===== src/rtl/icmp_read.sv =====
// ICMP message word parser: captures the header fields and three payload words
// from a fixed 5-word stream, one word per clock, with no handshake.
module icmp_read (
    input  logic [31:0] inputmessage,
    input  logic        reset,
    input  logic        clock,
    output logic [7:0]  icmp_type,
    output logic [7:0]  icmp_code,
    output logic [15:0] checksum,
    output logic [31:0] unused,
    output logic [31:0] outputmessage1,
    output logic [31:0] outputmessage2,
    output logic [31:0] outputmessage3
);

    localparam int unsigned W_WORD = 32;
    localparam int unsigned W_BYTE = 8;
    localparam int unsigned W_CSUM = 16;

    typedef enum logic [2:0] {
        S_HDR  = 3'd0,
        S_REST = 3'd1,
        S_D1   = 3'd2,
        S_D2   = 3'd3,
        S_D3   = 3'd4
    } state_t;

    state_t r_state;
    state_t w_next;

    logic w_ld_hdr;
    logic w_ld_rest;
    logic w_ld_d1;
    logic w_ld_d2;
    logic w_ld_d3;

    logic [W_BYTE-1:0] r_type;
    logic [W_BYTE-1:0] r_code;
    logic [W_CSUM-1:0] r_csum;
    logic [W_WORD-1:0] r_rest;
    logic [W_WORD-1:0] r_d1;
    logic [W_WORD-1:0] r_d2;
    logic [W_WORD-1:0] r_d3;

    // Word-position state register
    always_ff @(posedge clock or negedge reset) begin
        if (!reset) begin
            r_state <= S_HDR;
        end else begin
            r_state <= w_next;
        end
    end

    // Unconditional advance; illegal encodings fall back to the header slot
    always_comb begin
        w_next    = S_HDR;
        w_ld_hdr  = 1'b0;
        w_ld_rest = 1'b0;
        w_ld_d1   = 1'b0;
        w_ld_d2   = 1'b0;
        w_ld_d3   = 1'b0;
        case (r_state)
            S_HDR: begin
                w_next   = S_REST;
                w_ld_hdr = 1'b1;
            end
            S_REST: begin
                w_next    = S_D1;
                w_ld_rest = 1'b1;
            end
            S_D1: begin
                w_next  = S_D2;
                w_ld_d1 = 1'b1;
            end
            S_D2: begin
                w_next  = S_D3;
                w_ld_d2 = 1'b1;
            end
            S_D3: begin
                w_next  = S_HDR;
                w_ld_d3 = 1'b1;
            end
            default: w_next = S_HDR;
        endcase
    end

    // Field capture: each register loads only in the slot that owns it
    always_ff @(posedge clock or negedge reset) begin
        if (!reset) begin
            r_type <= '0;
            r_code <= '0;
            r_csum <= '0;
            r_rest <= '0;
            r_d1   <= '0;
            r_d2   <= '0;
            r_d3   <= '0;
        end else begin
            if (w_ld_hdr) begin
                r_type <= inputmessage[31:24];
                r_code <= inputmessage[23:16];
                r_csum <= inputmessage[15:0];
            end
            if (w_ld_rest) r_rest <= inputmessage;
            if (w_ld_d1)   r_d1   <= inputmessage;
            if (w_ld_d2)   r_d2   <= inputmessage;
            if (w_ld_d3)   r_d3   <= inputmessage;
        end
    end

    assign icmp_type      = r_type;
    assign icmp_code      = r_code;
    assign checksum       = r_csum;
    assign unused         = r_rest;
    assign outputmessage1 = r_d1;
    assign outputmessage2 = r_d2;
    assign outputmessage3 = r_d3;

endmodule


===== config.mk =====
export PLATFORM = sky130hd
export DESIGN_NAME = icmp_read
export DESIGN_NICKNAME = d
export VERILOG_FILES = /design/src/rtl/icmp_read.sv
export SDC_FILE = /design/constraint.sdc
export NUM_CORES = 1
export LEC_CHECK = 0
export CAP_MARGIN = 20
export CORE_ASPECT_RATIO = 1.4
export CORE_MARGIN = 8
export CORE_UTILIZATION = 45
export CTS_CLUSTER_SIZE = 8
export DETAILED_ROUTE_END_ITERATION = 8
export GPL_TIMING_DRIVEN = 1
export PLACE_DENSITY = 0.89
export SYNTH_ARGS = -nofsm -noshare
export SYNTH_HDL_FRONTEND = slang
export SYNTH_SLANG_ARGS = --single-unit

===== constraint.sdc =====
create_clock -name clock -period 1.6 [get_ports clock]
set_clock_uncertainty 0.05 [all_clocks]
set_input_delay 0.32 -clock clock [delete_from_list [all_inputs] [get_ports clock]]
set_output_delay 0.32 -clock clock [all_outputs]
set_load 0.02 [all_outputs]

Word-level counts from Yosys, hierarchy flattened
Index checks and enable logic that the tools add are counted.

storage, ports and cells
  flip-flop bits (word level) = 163
  input bits = 34
  output and inout bits = 160
  logic and storage cells = 19

cells by class
  equal/unequal tests = 4
  mux-type cells = 6
  reduce and logical (&&, ||, !) cells = 1

operators with widths
  operator              count
  $pmux W3 S4           1
  $eq A3 B2 Y1 const B  2
  $mux W1               5
  $eq A3 B1 Y1 const B  1
  $eq A3 B3 Y1 const B  1
  $logic_not A3 Y1      1

Depth between registers and ports, before layout
Gate-level depths: netlist of the first run.

  word-level depth = 2
  depth in mapped cells = 4
  mapped depth without buffers = 2

Worst setup path after synthesis of the first run
OpenSTA, ideal clock, no wires.

  path type = reg-to-reg
  start = register r_state[0]
  end = register r_d1[10], in the netlist outputmessage1[10]
  library setup time = 0.125 ns
  data arrival time = 1.304 ns
  required time = 1.425 ns
  slack = 0.122 ns
  cell stages (with the launch flop) = 5
  buffers on the path = 2
  clock period less this slack = 1.478 ns
  cell sequence = dfrtp_1 buf_6 nor3b_4 buf_6 mux2_2

on the way
  longest elaborated chain between the ends = 2

ends and longest elaborated chain
  item                      line  source
  start: declaration        28    state_t r_state;
  start signal: assignment  50    r_state <= w_next;
  $eq A3 B2 Y1              62    case (r_state)
  $mux W1                   62
  end signal: assignment    104   if (w_ld_d1) r_d1 <= inputmessage;
  end: declaration          41    logic [W_WORD-1:0] r_d1;

Every way passes these cells.
A chain may end at the register's enable or synchronous reset.

Worst setup path after layout of the first run
  start = register r_state[0]
  end = register r_d3[18], in the netlist outputmessage3[18]

on the way
  longest elaborated chain between the ends = 2

ends and longest elaborated chain
  item                    line  source
  $eq A3 B3 Y1            62
  $mux W1                 62
  end signal: assignment  106   if (w_ld_d3) r_d3 <= inputmessage;
  end: declaration        43    logic [W_WORD-1:0] r_d3;

Every way passes these cells.

==> results of run 1 <==
## critical path: stages (launching register included)
cell,delay (ns)
dfrtp_1,0.38
buf_4,0.16
nor3b_4,0.24
buf_12,0.17
clkbuf_16,0.16
mux2_2,0.33
## state kept, by name, indices dropped and copies added, names as in the netlist
signal,flops
icmp_type,8
outputmessage3,32
icmp_code,8
unused,32
checksum,16
outputmessage2,32
r_state,3
outputmessage1,32
## cells in the mapped netlist, drive strengths merged
cell type,n
nand3b,1
xnor2,1
buf,18
mux2,160
inv,1
dfrtp,163
nor2,2
nor3b,3
nor3,1
## routing by layer
| metal | vias to the layer above | GRT usage [%] |
|---|---|---|
| li1 | 1698 | - |
| met1 | 1989 | 18.5 |
| met2 | 132 | 33.9 |
| met3 | 25 | 5.92 |
| met4 | 0 | 8.10 |
| met5 | - | 0 |
## timing repair
item                                    CTS  global route
hold endpoints to repair                 32             0
hold buffers                              1             0
pin swaps                                 1             2
gates cloned                              0             5
buffers inserted                          0             5
endpoints found under the setup margin  215           109
gates resized for setup                 164            15
## power by group through the flow
| stage | clock network [W] | registers (W) | logic (W) |
|---|---|---|---|
| 3_5_place_dp | 0 | 0.00452 | 0.00116 |
| 2_1_floorplan | 0 | 0.00476 | 0.000173 |
| 4_1_cts | 0.00416 | 0.00443 | 0.00101 |
| 6_report | 0.00408 | 0.00443 | 0.000997 |
| 5_1_grt | 0.00432 | 0.00445 | 0.00106 |
| 3_3_place_gp | 0 | 0.00450 | 0.00112 |
## stage by stage
step           cells  TNS [ns]
2_1_floorplan    350         0
3_3_place_gp     731         0
3_5_place_dp     731    -0.104
4_1_cts          764         0
5_1_grt          774     -2.15
6_report         774         0
## worst paths after layout
kind	from	end	slack [ns]
setup / recovery	r_state[0]	outputmessage3[18]	0.005
hold / removal	reset	checksum[11]	0.33
setup reg to reg	r_state[0]	outputmessage3[18]	0.005
hold reg to reg	unused[26]	unused[26]	0.43
max in group asynchronous	reset	icmp_type[0]	0.58
min in group clock	unused[26]	unused[26]	0.43
## area by class of cell
class | instances | area share [%]
inverter | 1 | 0.0416
sequential | 163 | 45.2
clock buffer | 20 | 4.84
clock inverter | 12 | 1.73
timing repair buffer | 228 | 24.5
tap | 182 | 2.52
multi-input combinational | 168 | 21.2
## cells by family after synthesis
| family | Yosys count | synth area share, % |
|---|---|---|
| XOR/XNOR | 1 | 0.142 |
| flip-flops | 163 | 66.2 |
| multiplexers | 160 | 29.2 |
| buffers and inverters | 19 | 2.80 |
| AND/OR/NAND/NOR | 7 | 1.62 |
==> results.cfg, run 1 <==
[clocking]
numCtsBuffers = 17
cts.path.max_buffers = 2
cts_max_level = 4
cts.sinks = 163
root_buffer = clkbuf_16
clock_latency_ns = 0.41
tritoncts = done
clk_pin_slew_worst_paths_ns = 0.06

[layout]
area_growth_pct = 46.6
multi_input_area_um2 = 1920
antenna_cells = 0
num-fill-cells = 1017
final_util_pct = 67.5
design_area_um2 = 9030
ff_latch_area_um2 = 4080
final_nets = 613
final_cell_mix = dfrtp_1, dlygate4sd2_1, mux2_2
drive_gt1_share_pct = 36.8
mostFrequentLayoutCell = dfrtp_1

[power_and_ir_drop]
p_total_w = 0.00951
p_seq_share_pct = 46.6
p_switching_w = 0.00230
p_leak_nw = 4.09
power_per_cell_area_nw_per_um2 = 1050
swShare_pct = 24.1
p_int_w = 0.00722
vdd_ir_drop_max_mv = 0.766
power_frac_clock_pct = 42.9
p_comb_share_pct = 10.5

[synth]
synth_cell_types = 12
synthTopCellsByArea = dfrtp_1, mux2_2, mux2_1
yosys.area.top_type_share_pct = 66.2
synth_area_leader_cell = dfrtp_1
seq_area_frac_synth_pct = 66.2
ys_warn_count = 0
avgSynthCellArea_um2 = 17.6
synth_fp_nets = 384
synth_seq_cells = 163
synthCells = 350
syn_area_um2 = 6160

[grt]
antenna_found_initial = 0
grt_overflow_total = 0
grt_max_degree = 42
track_usage_pct = 18.5
grt_pass1_wl_um = 24800
grt_pass1_vias = 4243

[hold_path]
min_path_type = in2async

[routing]
postRouteAntennaNets = 0
drt-met1-wl_um = 5900
drt-total-wl_um = 16800
drc = 0
viasPerCell = 4.97
met2_length_um = 9390
drt_iter0_markers = 112
dr_wl_met3_um = 1060
vias = 3844
avgRoutedWirePerCell_um = 21.7
highest_layer = met4
drt_first_pass_iters = 4

[sta]
slew_headroom_pct = 74.2
fin_hold_ws_ns = 0.328
fmax_mhz = 627
finalHoldViolations = 0
period_share_pct = 99.7
final.setup.worst_slack_ns = 0.00545
final-setup-viol-count = 0
rsz0062_at_grt = yes
drv_slew = 0
min_period_ns = 1.59
worst_pin_slew_ns = 0.387

[floorplan]
ioPinCount = 194
start_util_pct = 46.0
die_x_um = 115
rows = 50
core-area_um2 = 13400
die_y_um = 154
die-area_um2 = 17700

[run]
maxCapViolations = 0

[worst_setup_path]
required_ns = 1.85
crit_path_start_kind = flip-flop
crit_arrival_ns = 1.85
critPathKind = reg2reg
r2r_cells = 5
worstPathMaxFanout = 6
cp-end-kind = flip-flop

[placement]
numPortBuffers = 193
placed_area_um2 = 8420
pre_cts_ws_ns = -0.0177
hpwlAfterDp_um = 11700
gp_congestion = 0.741

[status]
status = finished, final reports clean
No activity file was read; power rests on OpenSTA's default activity.
==> run 2: changes to the inputs <==
Settings changed: CORE_UTILIZATION 45 to 42, PLACE_DENSITY 0.89 to 0.87.
Clock period 1.6 ns to 1.3 ns, I/O delays scaled along.
==> results.cfg, run 2 (same netlist as run 1, synthesis figures left out) <==
[status]
status = complete, but fails checks
violations = setup timing

[power_and_ir_drop]
p_seq_share_pct = 46.8
power_frac_clock_pct = 39.2
p_int_w = 0.00884
p_comb_share_pct = 14.0
swShare_pct = 24.8
p_total_w = 0.0118
p_leak_nw = 5.03
vdd_ir_drop_max_mv = 0.773
p_switching_w = 0.00292
power_per_cell_area_nw_per_um2 = 1150

[sta]
fin_hold_ws_ns = 0.277
final-setup-viol-count = 162
drv_slew = 0
fmax_mhz = 624
slew_headroom_pct = 72.5
rsz0062_at_grt = yes
final.setup.worst_slack_ns = -0.301
worst_pin_slew_ns = 0.413
finalHoldViolations = 0
fin_setup_tns_ns = -39.86
min_period_ns = 1.60
period_share_pct = 123

[floorplan]
die_y_um = 159
die-area_um2 = 18900
start_util_pct = 42.9
core-area_um2 = 14400
ioPinCount = 194
rows = 52
die_x_um = 118

[worst_setup_path]
cp_num_buf_inv = 3
required_ns = 1.55
crit_path_top_delay_cell = dfrtp_2
path_cells = buf_4 > nor3_4 > buf_6 > buf_12 > mux2_2
critPathKind = reg2reg
cp-startpoint = r_state[1]
critPathMaxStageDelay_ns = 0.45
path_delay_family = buffers and inverters
crit_arrival_ns = 1.85
cp-end-kind = flip-flop
worstPathMaxFanout = 12
crit_path_start_kind = flip-flop
reg2reg_from = r_state[1]

[routing]
viasPerCell = 4.94
drt_iter0_markers = 167
vias = 4287
postRouteAntennaNets = 0
drc = 0
drt-total-wl_um = 20400
avgRoutedWirePerCell_um = 23.5
drt_first_pass_iters = 4

[grt]
grt_pass1_vias = 4653
grt_pass1_wl_um = 28400
track_usage_pct = 19.4
antenna_found_initial = 0
grt_max_degree = 36
grt_overflow_total = 0

[clocking]
clk_pin_slew_worst_paths_ns = 0.06
root_buffer = clkbuf_16
cts.sinks = 163
tritoncts = done
cts_max_level = 4
clock_latency_ns = 0.40
numCtsBuffers = 17
cts.path.max_buffers = 2

[layout]
design_area_um2 = 10200
final_nets = 703
ff_latch_area_um2 = 4080
mostFrequentLayoutCell = dfrtp_1
final_cell_mix = dfrtp_1, buf_4, mux2_4
antenna_cells = 0
area_growth_pct = 65.5
multi_input_area_um2 = 2420
num-fill-cells = 913
drive_gt1_share_pct = 70.5
instances_no_fill = 868

[placement]
dp_cells = 740
numPortBuffers = 193
hpwlAfterDp_um = 12100
gp_congestion = 0.743
placed_area_um2 = 8570

[hold_path]
min_path_type = in2async

[run]
maxCapViolations = 0
[run 2: changes by cell type in the layout (fill, tap and decap cells not counted), moves of 12 or more]
cell	delta
dlygate4sd2_1	-160
mux2_4	+133
buf_4	+125
mux2_2	-121
buf_2	+58
buf_6	+56
mux2_1	-12
[run 2: worst register-to-register path, delay by kind of cell, from the launching register on]
kind                   cells  cell delay (ns)
and+or+nand+nor            1             0.18
DFF                        1             0.45
buffers and inverters      3             0.47
muxes                      1             0.35
[run 2: power groups by stage]
stage	Sequential, W	Combinational [W]	Clock [W]
4_1_cts	0.00548	0.00133	0.00468
6_report	0.00550	0.00165	0.00462
3_5_place_dp	0.00557	0.00145	0
5_1_grt	0.00552	0.00174	0.00487
3_3_place_gp	0.00555	0.00141	0
2_1_floorplan	0.00586	0.000228	0
[run 2: final cells by class]
type / instances / share of cell area [%]
Clock inverter: 9 / 0.846
Multi-Input combinational cell: 168 / 23.7
Tap cell: 189 / 2.32
Clock buffer: 20 / 4.38
Sequential cell: 163 / 40.0
Timing Repair Buffer: 318 / 28.7
Inverter: 1 / 0.0368
[run 2: metrics by stage]
stage / util [%] / setup WS (ns)
floorplan: - / -0.176
CTS: 62.4 / -0.293
global route: 70.9 / -0.339
finish: 70.9 / -0.301
global placement: 59.6 / -0.337
detailed placement: 59.6 / -0.401
[run 2: per-layer routing]
metal / share of wire, % / up-vias / GRT usage (%)
met2: 54 / 151 / 34.9
met1: 38 / 2237 / 21.0
met4: 1.7 / 0 / 6.41
li1: - / 1870 / -
met5: 0 / - / 0
met3: 6.0 / 29 / 5.96
[run 2: repair_timing]
item | 4_1_cts | 5_1_grt
pin swaps | 2 | 2
gates cloned | 4 | 7
setup endpoints to repair | 320 | 258
gates resized for setup | 765 | 187
endpoints found under the hold margin | 26 | 0
hold buffers | 1 | 0
setup buffers | 16 | 73
[run 2: final timing paths]
kind	endpoint	slack [ns]	cells past startpoint
max in group asynchronous	outputmessage1[11]	0.41	3
min in group clock	checksum[10]	0.45	1
setup reg to reg	checksum[6]	-0.30	5
hold reg to reg	checksum[10]	0.45	1
hold / removal	checksum[4]	0.28	2
setup / recovery	checksum[6]	-0.30	5
